`config.mk`:
```
export PLATFORM = sky130hd
export DESIGN_NAME = online_residual_select
export DESIGN_NICKNAME = d
export VERILOG_FILES = /design/src/rtl/online_pkg.sv /design/src/rtl/online_residual_select_otfc_conv.sv /design/src/rtl/online_residual_select.sv
export SDC_FILE = /design/constraint.sdc
export NUM_CORES = 1
export LEC_CHECK = 0
export ABC_AREA = 1
export BUFFER_PORTS_ARGS = -buffer_cell sky130_fd_sc_hd__clkbuf_2
export CAP_MARGIN = 20
export CORE_UTILIZATION = 31
export CTS_CLUSTER_SIZE = 40
export DETAILED_ROUTE_END_ITERATION = 12
export PLACE_DENSITY_LB_ADDON = 0.2
export SYNTH_ARGS = -nofsm -noshare
export SYNTH_HDL_FRONTEND = slang
export SYNTH_SLANG_ARGS = --single-unit
```
`constraint.sdc`:
```
create_clock -name clk -period 2.9 [get_ports clk]
set_clock_uncertainty 0.1 [all_clocks]
set_input_delay 0.435 -clock clk [delete_from_list [all_inputs] [get_ports clk]]
set_output_delay 0.435 -clock clk [all_outputs]
set_load 0.05 [all_outputs]
```
`src/rtl/online_pkg.sv`:
```
// Shared types and constants for the radix-2 online residual/digit-select block.
package online_pkg;

   localparam int unsigned RES_W = 18;

   typedef enum logic {IDLE, ITER} state_t;

   typedef struct packed {
      logic p;
      logic n;
   } sdigit_t;

   localparam logic signed [3:0] EST_POS = 4'sd2;
   localparam logic signed [3:0] EST_NEG = -4'sd3;

   // est is in units of 1/4: +1 at est >= 1/2, -1 at est <= -3/4
   function automatic sdigit_t select_digit(input logic signed [3:0] est);
      sdigit_t d;
      d = '0;
      if (est >= EST_POS)
         d.p = 1'b1;
      else if (est <= EST_NEG)
         d.n = 1'b1;
      return d;
   endfunction

endpackage

```
`src/rtl/online_residual_select_otfc_conv.sv`:
```
// On-the-fly conversion (Q/QM) of the signed-digit stream; present only when
// ONLINE_OTFC_EN is defined.
`ifdef ONLINE_OTFC_EN
module otfc_conv #(
   parameter int unsigned NDIG = 16
) (
   input  logic            clk,
   input  logic            rst,
   input  logic            clr,
   input  logic            en,
   input  logic            dig_p,
   input  logic            dig_n,
   output logic [NDIG-1:0] q
);

   logic [NDIG-1:0] r_q;
   logic [NDIG-1:0] r_qm;

   // r_qm tracks r_q - 1 over the digits seen so far
   always_ff @(posedge clk) begin
      if (rst || clr) begin
         r_q  <= '0;
         r_qm <= '0;
      end else if (en) begin
         if (dig_p) begin
            r_q  <= {r_q[NDIG-2:0], 1'b1};
            r_qm <= {r_q[NDIG-2:0], 1'b0};
         end else if (dig_n) begin
            r_q  <= {r_qm[NDIG-2:0], 1'b1};
            r_qm <= {r_qm[NDIG-2:0], 1'b0};
         end else begin
            r_q  <= {r_q[NDIG-2:0], 1'b0};
            r_qm <= {r_qm[NDIG-2:0], 1'b1};
         end
      end
   end

   assign q = r_q;

endmodule
`endif

```
`src/rtl/online_residual_select.sv`:
```
// Radix-2 online iteration controller: residual register, digit selection and
// shifted carry-save feedback. Optional ONLINE_OTFC_EN adds Q/QM result conversion.
module online_residual_select
   import online_pkg::*;
#(
   parameter int unsigned W     = RES_W,
   parameter int unsigned NDIG  = 16,
   parameter int unsigned DELTA = 2
) (
   input  logic            clk,
   input  logic            rst,
   input  logic            start,
   input  logic [W-1:0]    ws_in,
   input  logic [W-1:0]    wc_in,
   output logic [W-1:0]    ws_fb,
   output logic [W-1:0]    wc_fb,
   output logic            busy,
   output logic            digit_valid,
   output logic            digit_p,
   output logic            digit_n,
   output logic            done,
   output logic [NDIG-1:0] result
);

   localparam int unsigned NITER = DELTA + NDIG;
   localparam int unsigned CW    = $clog2(NITER);
   localparam int unsigned LAST  = NITER - 1;

   state_t            r_state;
   logic [CW-1:0]     r_count;

   logic signed [3:0] w_est;
   sdigit_t           w_sel;
   sdigit_t           w_z;
   logic              w_sel_en;
   logic              w_t0;
   logic              w_start_acc;

   assign w_est    = $signed(ws_in[W-1:W-4] + wc_in[W-1:W-4]);
   assign w_sel_en = (r_count >= CW'(DELTA));
   assign w_sel    = select_digit(w_est);
   assign w_z      = w_sel_en ? w_sel : '0;

   // Only bit 0 of (top2 sum - z) mod 4 survives the shift; subtracting +-1 just flips it.
   assign w_t0 = ws_in[W-2] ^ wc_in[W-2] ^ (w_z.p | w_z.n);

   // The done cycle is already IDLE; holding off there leaves one idle cycle before restart.
   assign w_start_acc = (r_state == IDLE) && start && !done;

   always_ff @(posedge clk) begin
      if (rst) begin
         r_state     <= IDLE;
         r_count     <= '0;
         ws_fb       <= '0;
         wc_fb       <= '0;
         busy        <= 1'b0;
         digit_valid <= 1'b0;
         digit_p     <= 1'b0;
         digit_n     <= 1'b0;
         done        <= 1'b0;
      end else begin
         digit_valid <= 1'b0;
         digit_p     <= 1'b0;
         digit_n     <= 1'b0;
         done        <= 1'b0;
         case (r_state)
            IDLE: begin
               if (w_start_acc) begin
                  ws_fb   <= '0;
                  wc_fb   <= '0;
                  r_count <= '0;
                  busy    <= 1'b1;
                  r_state <= ITER;
               end
            end
            ITER: begin
               ws_fb       <= {w_t0, ws_in[W-3:0], 1'b0};
               wc_fb       <= {1'b0, wc_in[W-3:0], 1'b0};
               digit_valid <= w_sel_en;
               digit_p     <= w_z.p;
               digit_n     <= w_z.n;
               if (r_count == CW'(LAST)) begin
                  done    <= 1'b1;
                  busy    <= 1'b0;
                  r_state <= IDLE;
               end else begin
                  r_count <= r_count + CW'(1);
               end
            end
            default: r_state <= IDLE;
         endcase
      end
   end

`ifdef ONLINE_OTFC_EN
   logic w_dig_en;
   assign w_dig_en = (r_state == ITER) && w_sel_en;

   otfc_conv #(
      .NDIG(NDIG)
   ) u_otfc (
      .clk  (clk),
      .rst  (rst),
      .clr  (w_start_acc),
      .en   (w_dig_en),
      .dig_p(w_z.p),
      .dig_n(w_z.n),
      .q    (result)
   );
`else
   assign result = '0;
`endif

endmodule
```
==> out/results.env, run 1 <==
OUTCOME='finished clean'
GRT_PASS1_VIAS=1429
DETAIL_ROUTE.WL_PER_CELL_UM=11.5
WORST_R2R_ENDPOINT='ws_fb[17]'
DIE-AREA_UM2=6450
POSTLAYOUTCELLAREA_UM2=2350
TIMING.MAX_SLEW.REL_SLACK_PCT=47.7
TIGHTESTPINTRANSITION_NS=0.783
ROUTE.DETAILED.DRC=0
ANTENNA-DIODE-COUNT=0
DR_TOTAL_VIAS=1586
GRT_START_MAX_NET_PINS=35
CRITICAL_PATH_SINK_TYPE='flip-flop'
DRV_SLEW=0
P_LEAK_uW=0.00115
CLOCK_LATENCY_ON_THE_WORST_SKEW_PAIR_NS=0.30
YS_TOP_CELLS_BY_AREA='sky130_fd_sc_hd__dfxtp_1, sky130_fd_sc_hd__a32o_1, sky130_fd_sc_hd__buf_4, sky130_fd_sc_hd__nand2_1, sky130_fd_sc_hd__ha_1'
FINAL_ANTENNA_NET_COUNT=0
WORST_EP_ARRIVAL_TIME_NS=1.82
PATH_CLASS='reg2reg'
DETAILEDPLACEMENTHPWL_UM=2880
CTSROOTBUFFERMASTER='sky130_fd_sc_hd__clkbuf_8'
RSZ0062_AT_GRT='false'
DPL_CELL_AREA_UM2=2250
INITIAL_UTILIZATION_PCT=32.1
POST_SYNTH_INST_COUNT=197
FILLCELLCOUNT=615
PLACEABLECOREAREA_UM2=5920
HP-CLASS='in2reg'
FIN_TNS_SETUP_NS=0
GRT-BUSIEST-LAYER='met2'
SYNTH-SEQ-AREA-SHARE_PCT=46.3
FINALNETCOUNT=318
CTS_MADE_BUFFERS=5
CTS_TREE='built'
DIE-HEIGHT_UM=80.3
ANTENNA_FOUND_INITIAL=0
FINAL_MIN_PERIOD_OVER_CLOCK_PERIOD_PCT=58.0
TIMING.CRITICAL_PATH.FROM_TYPE='flip-flop'
GR-USAGE-MET2_PCT=20.8
GRT_UTIL_ALL_LAYERS_PCT=13.2
GRT_FIRST_PASS_WIRELENGTH_UM=6560
WORST-ENDPOINT-REQUIRED_NS=3.04
ROWS=28
WORST-PATH-MAX-FANOUT=18
DRTPASS1ITERATIONS=4
MET1_USAGE_PCT=16.8
TIMING.FMAX_MHz=594
CRITICAL_PATH.CELL_CHAIN='inv_1, nand2_1, nand2_2, inv_1, buf_4, nand2_1, a21oi_2'
HTREE_NUM_LEVELS=2
FIN_HOLD_WS_NS=0.238
FINAL_LAYOUT_SIZE_SUFFIX_GT1_SHARE_PCT=36.3
MOSTFREQUENTLAYOUTCELLS='sky130_fd_sc_hd__clkbuf_2, sky130_fd_sc_hd__dfxtp_1, sky130_fd_sc_hd__a32o_1, sky130_fd_sc_hd__nand2_1, sky130_fd_sc_hd__conb_1'
POWER_PER_CELL_AREA_nW_PER_UM2=572
DETAIL_ROUTE.ITER0.VIOLATIONS=64
ROUTE.DETAILED.VIAS_PER_INST=4.56
YOSYSWARNINGS=0
CTS.REPAIR_TIMING.SETUP_BUFFER_COUNT=0
TIMING.REG2REG.SETUP_SLACK_NS=1.22
CP-ENDPOINT='ws_fb[17]'
GROUTE.LAYER.MET3.USAGE_PCT=4.43
CP_SLOWEST_CELL='sky130_fd_sc_hd__inv_1'
DIE_WIDTH_UM=80.3
REGISTER_AREA_UM2=881
TIMING.FINAL.HOLD_VIOLATIONS=0
CRITICAL_PATH.STARTPOINT='done'
BOUNDARYPINS=96
MOST_COMMON_CELL_AFTER_LAYOUT_FILL_AND_TAPS_ASIDE='sky130_fd_sc_hd__clkbuf_2'
LAYOUT.CELLS.NON_FILLER=348
CLOCK_SINK_COUNT=44
DETAIL_ROUTE.WIRELENGTH_UM=4010
CRITICAL_PATH.MAX_STAGE_DELAY_NS=0.38
IR_WORST_VDD_mV=0.322
PRE_CTS_WS_NS=0.900
FINAL.SETUP.WORST_SLACK_NS=1.22
POSTCTSHOLDBUFS=0
FF2FF_PATH_DEPTH=7
SYNTH_CELL_TYPES=26
SYNTH.LARGEST_AREA_CELL='sky130_fd_sc_hd__dfxtp_1'
MULTI_INPUT_AREA_UM2=807
CRIT-REG2REG-LAUNCH='done'
PORT_BUFFERS=76
CTS-ROOT-TO-SINK-BUFFERS=2
SYN-CELL-AREA_UM2=1900
PLACER_CONGESTION_ESTIMATE=0.796
FINALCRITICALPERIOD_NS=1.68
FLOW.AREA_GROWTH_FROM_SYNTHESIS_PCT=23.6
PLACEDCELLCOUNT=340
TIMING.MAX_CAP.VIOLATIONS=0
GLOBALROUTEOVERFLOWTOTAL=0
CTS.REPAIR.RESIZED=0
FINALSETUPVIOLATIONS=0
POSTSYNTHREGISTERBITS=44
POST_SYNTH.CELL_AREA_AVG_UM2=9.65
YOSYS.AREA.TOP_TYPE_SHARE_PCT=46.3
CLK_PIN_SLEW_WORST_PATHS_NS=0.09
-- cell type report --
class	count	area share, %
Tap cell	75	3.99
Multi-Input combinational cell	123	34.3
Clock buffer	6	3.51
Sequential cell	44	37.5
Clock inverter	2	0.639
Inverter	20	3.19
Timing Repair Buffer	78	16.8
-- synth_stat cells --
master	count
sky130_fd_sc_hd__o21ai_0	3
sky130_fd_sc_hd__nand2_1	27
sky130_fd_sc_hd__nor3_2	1
sky130_fd_sc_hd__buf_6	3
sky130_fd_sc_hd__xor2_1	1
sky130_fd_sc_hd__buf_2	6
sky130_fd_sc_hd__nor2_2	1
sky130_fd_sc_hd__dfxtp_1	44
sky130_fd_sc_hd__or2_4	1
sky130_fd_sc_hd__nand2_2	4
sky130_fd_sc_hd__conb_1	1
sky130_fd_sc_hd__nor2_1	11
sky130_fd_sc_hd__nor3b_1	1
sky130_fd_sc_hd__inv_2	3
sky130_fd_sc_hd__o22ai_1	1
sky130_fd_sc_hd__nand4_1	2
sky130_fd_sc_hd__nand3_1	7
sky130_fd_sc_hd__a21oi_1	2
sky130_fd_sc_hd__a21oi_2	1
sky130_fd_sc_hd__inv_1	17
sky130_fd_sc_hd__a32o_1	32
sky130_fd_sc_hd__ha_1	6
sky130_fd_sc_hd__nor3b_2	1
sky130_fd_sc_hd__nor2_4	1
sky130_fd_sc_hd__fa_1	1
sky130_fd_sc_hd__buf_4	19
-- cells by family (layout without fill, tap and decap cells) --
logic type               after synthesis  in the layout  share of synthesized area, %
AO/OA/AOI/OAI                         39             39                          18.9
XOR/XNOR                               1              1                         0.461
adder cells (fa/ha/maj)                7              7                          5.00
buffers and inverters                 48            106                          14.8
flip-flops                            44             44                          46.3
other                                  1             19                         0.197
AND/OR/NAND/NOR                       57             57                          14.3
-- per-layer routing --
layer	part of all wire, %	up-vias
met5	0	-
li1	-	799
met2	44	69
met3	7.5	4
met4	1.0	0
met1	48	714
-- sequential cells by signal (all words and copies together) (netlist names) --
register     cells
ws_fb           17
wc_fb           16
r_count          5
busy             1
digit_n          1
digit_p          1
digit_valid      1
done             1
r_state          1
-- report_power, final --
part	internal, µW	switching [µW]
logic	72.5	217
registers	630	15.2
clock network	193	216
total	896	448
-- critical path: cells and delay by family, from the launching register on --
| family | cells | cell delay (ns) |
|---|---|---|
| and+or+nand+nor | 3 | 0.31 |
| buffers and inverters | 3 | 0.75 |
| DFF | 1 | 0.33 |
| AOI/OAI and AO/OA | 1 | 0.13 |
-- metrics by stage --
stage	utilization, %	total power, µW
6_report	39.7	1340
2_1_floorplan	-	904
3_5_place_dp	38.0	951
4_1_cts	39.7	1360
3_3_place_gp	38.0	950
5_1_grt	39.7	1400
-- how the worst min path moves through the flow --
stage,from,depth (start not counted),slack [ns],to
2_1_floorplan,r_count[4],2,0.37,done
3_3_place_gp,busy,2,0.37,busy
3_5_place_dp,busy,2,0.39,busy
4_1_cts,ws_in[8],2,0.23,ws_fb[9]
5_1_grt,ws_in[10],2,0.23,ws_fb[11]
6_report,ws_in[8],2,0.24,ws_fb[9]
Power figures use the tool's default switching activity.
==> run 2: changes to the inputs <==
ABC_AREA = 0   (was 1)
clock period = 1.7 ns   (was 2.9 ns; I/O delays follow)
==> run 2 against run 1 <==
  * Non-clock buffer count up 8
  * Sequential share of layout area is 0.32 points higher
  * Area after synthesis down 7.8%
  * Via count down 12%
  * Hold slack worse by 0.17 ns
  * Setup slack got worse by 1.1 ns
  * Register-to-register slack worse by 1.0 ns
  * Largest power group unchanged
  * Clock power grew 100%
  * Count of clock-buffer cells in the layout unchanged
  * Flip-flop and latch count stayed put
==> out/results.env, run 2 <==
OUTCOME='finished clean'
REGISTER_AREA_UM2=881  # unchanged
DETAIL_ROUTE.ITER0.VIOLATIONS=24  # -63%
FF2FF_PATH_DEPTH=6  # -1
DPL_CELL_AREA_UM2=2210  # -1.9%
MIN_DELAY_PATH_DEPTH=2  # unchanged
YOSYSWARNINGS=0  # unchanged
SHARE_OF_ASYNC_SETTABLE_OR_ASYNC_RESETTABLE_FLOPS_AFTER_SYNTHESIS_PCT=0  # unchanged
DIE-AREA_UM2=5960  # -7.6%
YOSYS.AREA.TOP_TYPE_SHARE_PCT=50.2  # +3.9 points
DR_TOTAL_VIAS=1395  # -12%
PLACER_CONGESTION_ESTIMATE=0.694  # -13%
TIMING.CRITICAL_PATH.FROM_TYPE='input pin'
SYNTH-SEQ-AREA-SHARE_PCT=50.2  # +3.9 points
POWER_PER_CELL_AREA_nW_PER_UM2=1040  # +82%
INITIAL_UTILIZATION_PCT=32.1  # -0.069 points
DIE_WIDTH_UM=77.2  # -3.9%
DRTPASS1ITERATIONS=4  # unchanged
ROUTE.DETAILED.VIAS_PER_INST=4.39  # -3.7%
DRV_SLEW=0  # unchanged
SYN-CELL-AREA_UM2=1750  # -7.8%
CRITICAL_PATH_SINK_TYPE='flip-flop'
FINALSETUPVIOLATIONS=0  # unchanged
ROWS=27  # -3.6%
BOUNDARYPINS=96  # unchanged
IR_WORST_VDD_mV=0.530  # +65%
MOSTFREQUENTLAYOUTCELLS='sky130_fd_sc_hd__clkbuf_2, sky130_fd_sc_hd__dfxtp_1, sky130_fd_sc_hd__a22o_1, sky130_fd_sc_hd__conb_1, sky130_fd_sc_hd__nor2_1'
SYNTH_CELL_TYPES=30  # +15%
FINALCRITICALPERIOD_NS=1.56
FINAL_MIN_PERIOD_OVER_CLOCK_PERIOD_PCT=92.0
FIN_HOLD_WS_NS=0.0711  # -0.167 ns
POST-LAYOUT-TOTAL-POWER_uW=2430  # +81%
HTREE_NUM_LEVELS=2  # unchanged
WORST-PATH-MAX-FANOUT=2  # -16
FIN_TNS_SETUP_NS=0  # unchanged
LARGEST_REGISTER_FF_COUNT=17  # unchanged
P_LEAK_uW=0.00115  # -0.23%
CLOCK_LATENCY_ON_THE_WORST_SKEW_PAIR_NS=0.29  # about the same
GRT_UTIL_ALL_LAYERS_PCT=12.4  # -0.86 points
POSTSYNTH.TOPFLOPCELL='sky130_fd_sc_hd__dfxtp_1'
CLOCK_SINK_COUNT=44  # unchanged
POST_SYNTH_INST_COUNT=161  # -18%
FINAL_ANTENNA_NET_COUNT=0  # unchanged
POSTCTSHOLDBUFS=0  # unchanged
SYNTH_COMMONEST_CELLS='sky130_fd_sc_hd__dfxtp_1, sky130_fd_sc_hd__a22o_1, sky130_fd_sc_hd__buf_4, sky130_fd_sc_hd__nor2_1, sky130_fd_sc_hd__buf_2'
SYNTH_ENABLE_FLOP_CELLS=0  # unchanged
ANTENNA-DIODE-COUNT=0  # unchanged
MULTI_INPUT_AREA_UM2=758  # -6.0%
PATH_CLASS='in2reg'
TIMING.FMAX_MHz=639
YOSYSMOSTFREQUENTCELL='sky130_fd_sc_hd__dfxtp_1'
PLACEABLECOREAREA_UM2=5470  # -7.6%
CTSROOTBUFFERMASTER='sky130_fd_sc_hd__clkbuf_8'
CTS.REPAIR_TIMING.SETUP_BUFFER_COUNT=0  # unchanged
WORST_EP_ARRIVAL_TIME_NS=1.65  # -0.17 ns
HP-CLASS='in2reg'
FINALCOREUTILIZATION_PCT=42.6  # +2.9 points
DETAILEDPLACEMENTHPWL_UM=2600  # -9.9%
MOST_COMMON_CELL_AFTER_LAYOUT_FILL_AND_TAPS_ASIDE='sky130_fd_sc_hd__clkbuf_2'
GRT_START_MAX_NET_PINS=33  # -5.7%
FINAL_LAYOUT_SIZE_SUFFIX_GT1_SHARE_PCT=40.7  # +4.4 points
FINALNETCOUNT=291  # -8.5%
RSZ0062_AT_GRT='false'
SYNTH.LARGEST_AREA_CELL='sky130_fd_sc_hd__dfxtp_1'
PORT_BUFFERS=76  # unchanged
POSTSYNTHREGISTERBITS=44  # unchanged
TIMING.FINAL.HOLD_VIOLATIONS=0  # unchanged
GLOBALROUTEOVERFLOWTOTAL=0  # unchanged
LARGEST_REGISTER='ws_fb'
CLK_PIN_SLEW_WORST_PATHS_NS=0.08  # about the same
FLOW.AREA_GROWTH_FROM_SYNTHESIS_PCT=32.8
CTS.REPAIR.RESIZED=0  # unchanged
GRT_FIRST_PASS_WIRELENGTH_UM=5720  # -13%
CTS_MADE_BUFFERS=5  # unchanged
POSTLAYOUTCELLAREA_UM2=2330  # -0.85%
TIMING.MAX_CAP.VIOLATIONS=0  # unchanged
DETAIL_ROUTE.WL_PER_CELL_UM=11.0  # -4.0%
DIE-HEIGHT_UM=77.2  # -3.9%
ROUTE.DETAILED.DRC=0  # unchanged
CTS-ROOT-TO-SINK-BUFFERS=2  # unchanged
GRT_PASS1_VIAS=1253  # -12%
DETAIL_ROUTE.WIRELENGTH_UM=3510  # -12%
YS_TOP_CELLS_BY_AREA='sky130_fd_sc_hd__dfxtp_1, sky130_fd_sc_hd__a22o_1, sky130_fd_sc_hd__buf_4, sky130_fd_sc_hd__ha_1, sky130_fd_sc_hd__nor2_1'
ANTENNA_FOUND_INITIAL=0  # unchanged
POST_SYNTH.CELL_AREA_AVG_UM2=10.9  # +13%
LARGESTREGISTERS='ws_fb (17), wc_fb (16), r_count (5)'
CTS_TREE='built'
FILLCELLCOUNT=548  # -11%
WORST-ENDPOINT-REQUIRED_NS=1.79  # -1.25 ns
## run 2: path summary, 6_finish.rpt
check	slack [ns]	endpoint	from
setup reg to reg	0.22	ws_fb[17]	r_count[0]
setup / recovery	0.14	ws_fb[17]	ws_in[14]
hold reg to reg	0.38	ws_fb[15]	ws_fb[15]
hold / removal	0.07	wc_fb[14]	wc_in[13]
## run 2: metal layers
layer	global-route usage, %	wire length, µm	up-vias	part of all wire (%)
met4	3.96	37	0	1.1
met5	0	0	-	0
met2	18.8	1600	55	45
met1	15.0	1630	635	46
met3	6.31	248	5	7.1
li1	-	-	700	-
## run 2: cell families after synthesis
group | synth area share [%]
AOI/OAI and AO/OA | 19.9
xor gates and xnor gates | 3.00
adders and majority gates | 5.42
DFF | 50.2
and+or+nand+nor | 8.92
muxes | 1.14
buffers and inverters | 11.2
other | 0.214
## run 2: critical path: stages
cell and delay, ns:
sky130_fd_sc_hd__clkbuf_2 0.09, sky130_fd_sc_hd__ha_2 0.20, sky130_fd_sc_hd__fa_2 0.35, sky130_fd_sc_hd__xor2_1 0.17
sky130_fd_sc_hd__and2_1 0.16, sky130_fd_sc_hd__mux2i_1 0.16, sky130_fd_sc_hd__mux2i_1 0.21, sky130_fd_sc_hd__nand2_1 0.06
## run 2: area by class of cell
type | count | share of cell area (%)
Inverter | 3 | 0.483
Tap cell | 72 | 3.87
Multi-Input combinational cell | 105 | 32.5
Clock buffer | 6 | 3.54
Clock inverter | 2 | 1.66
Timing Repair Buffer | 86 | 20.1
Sequential cell | 44 | 37.8
## run 2: metrics by stage
stage / setup slack [ns] / instances
4_1_cts: 0.130 / 318
3_3_place_gp: -0.164 / 310
6_report: 0.135 / 318
5_1_grt: 0.0122 / 318
2_1_floorplan: 0.00799 / 179
3_5_place_dp: -0.207 / 310
## run 2: power breakdown
part | internal [µW] | total [µW] | switching [µW]
Combinational | 150 | 492 | 342
Sequential | 1070 | 1100 | 28.3
Clock | 480 | 834 | 354
Total | 1700 | 2430 | 725
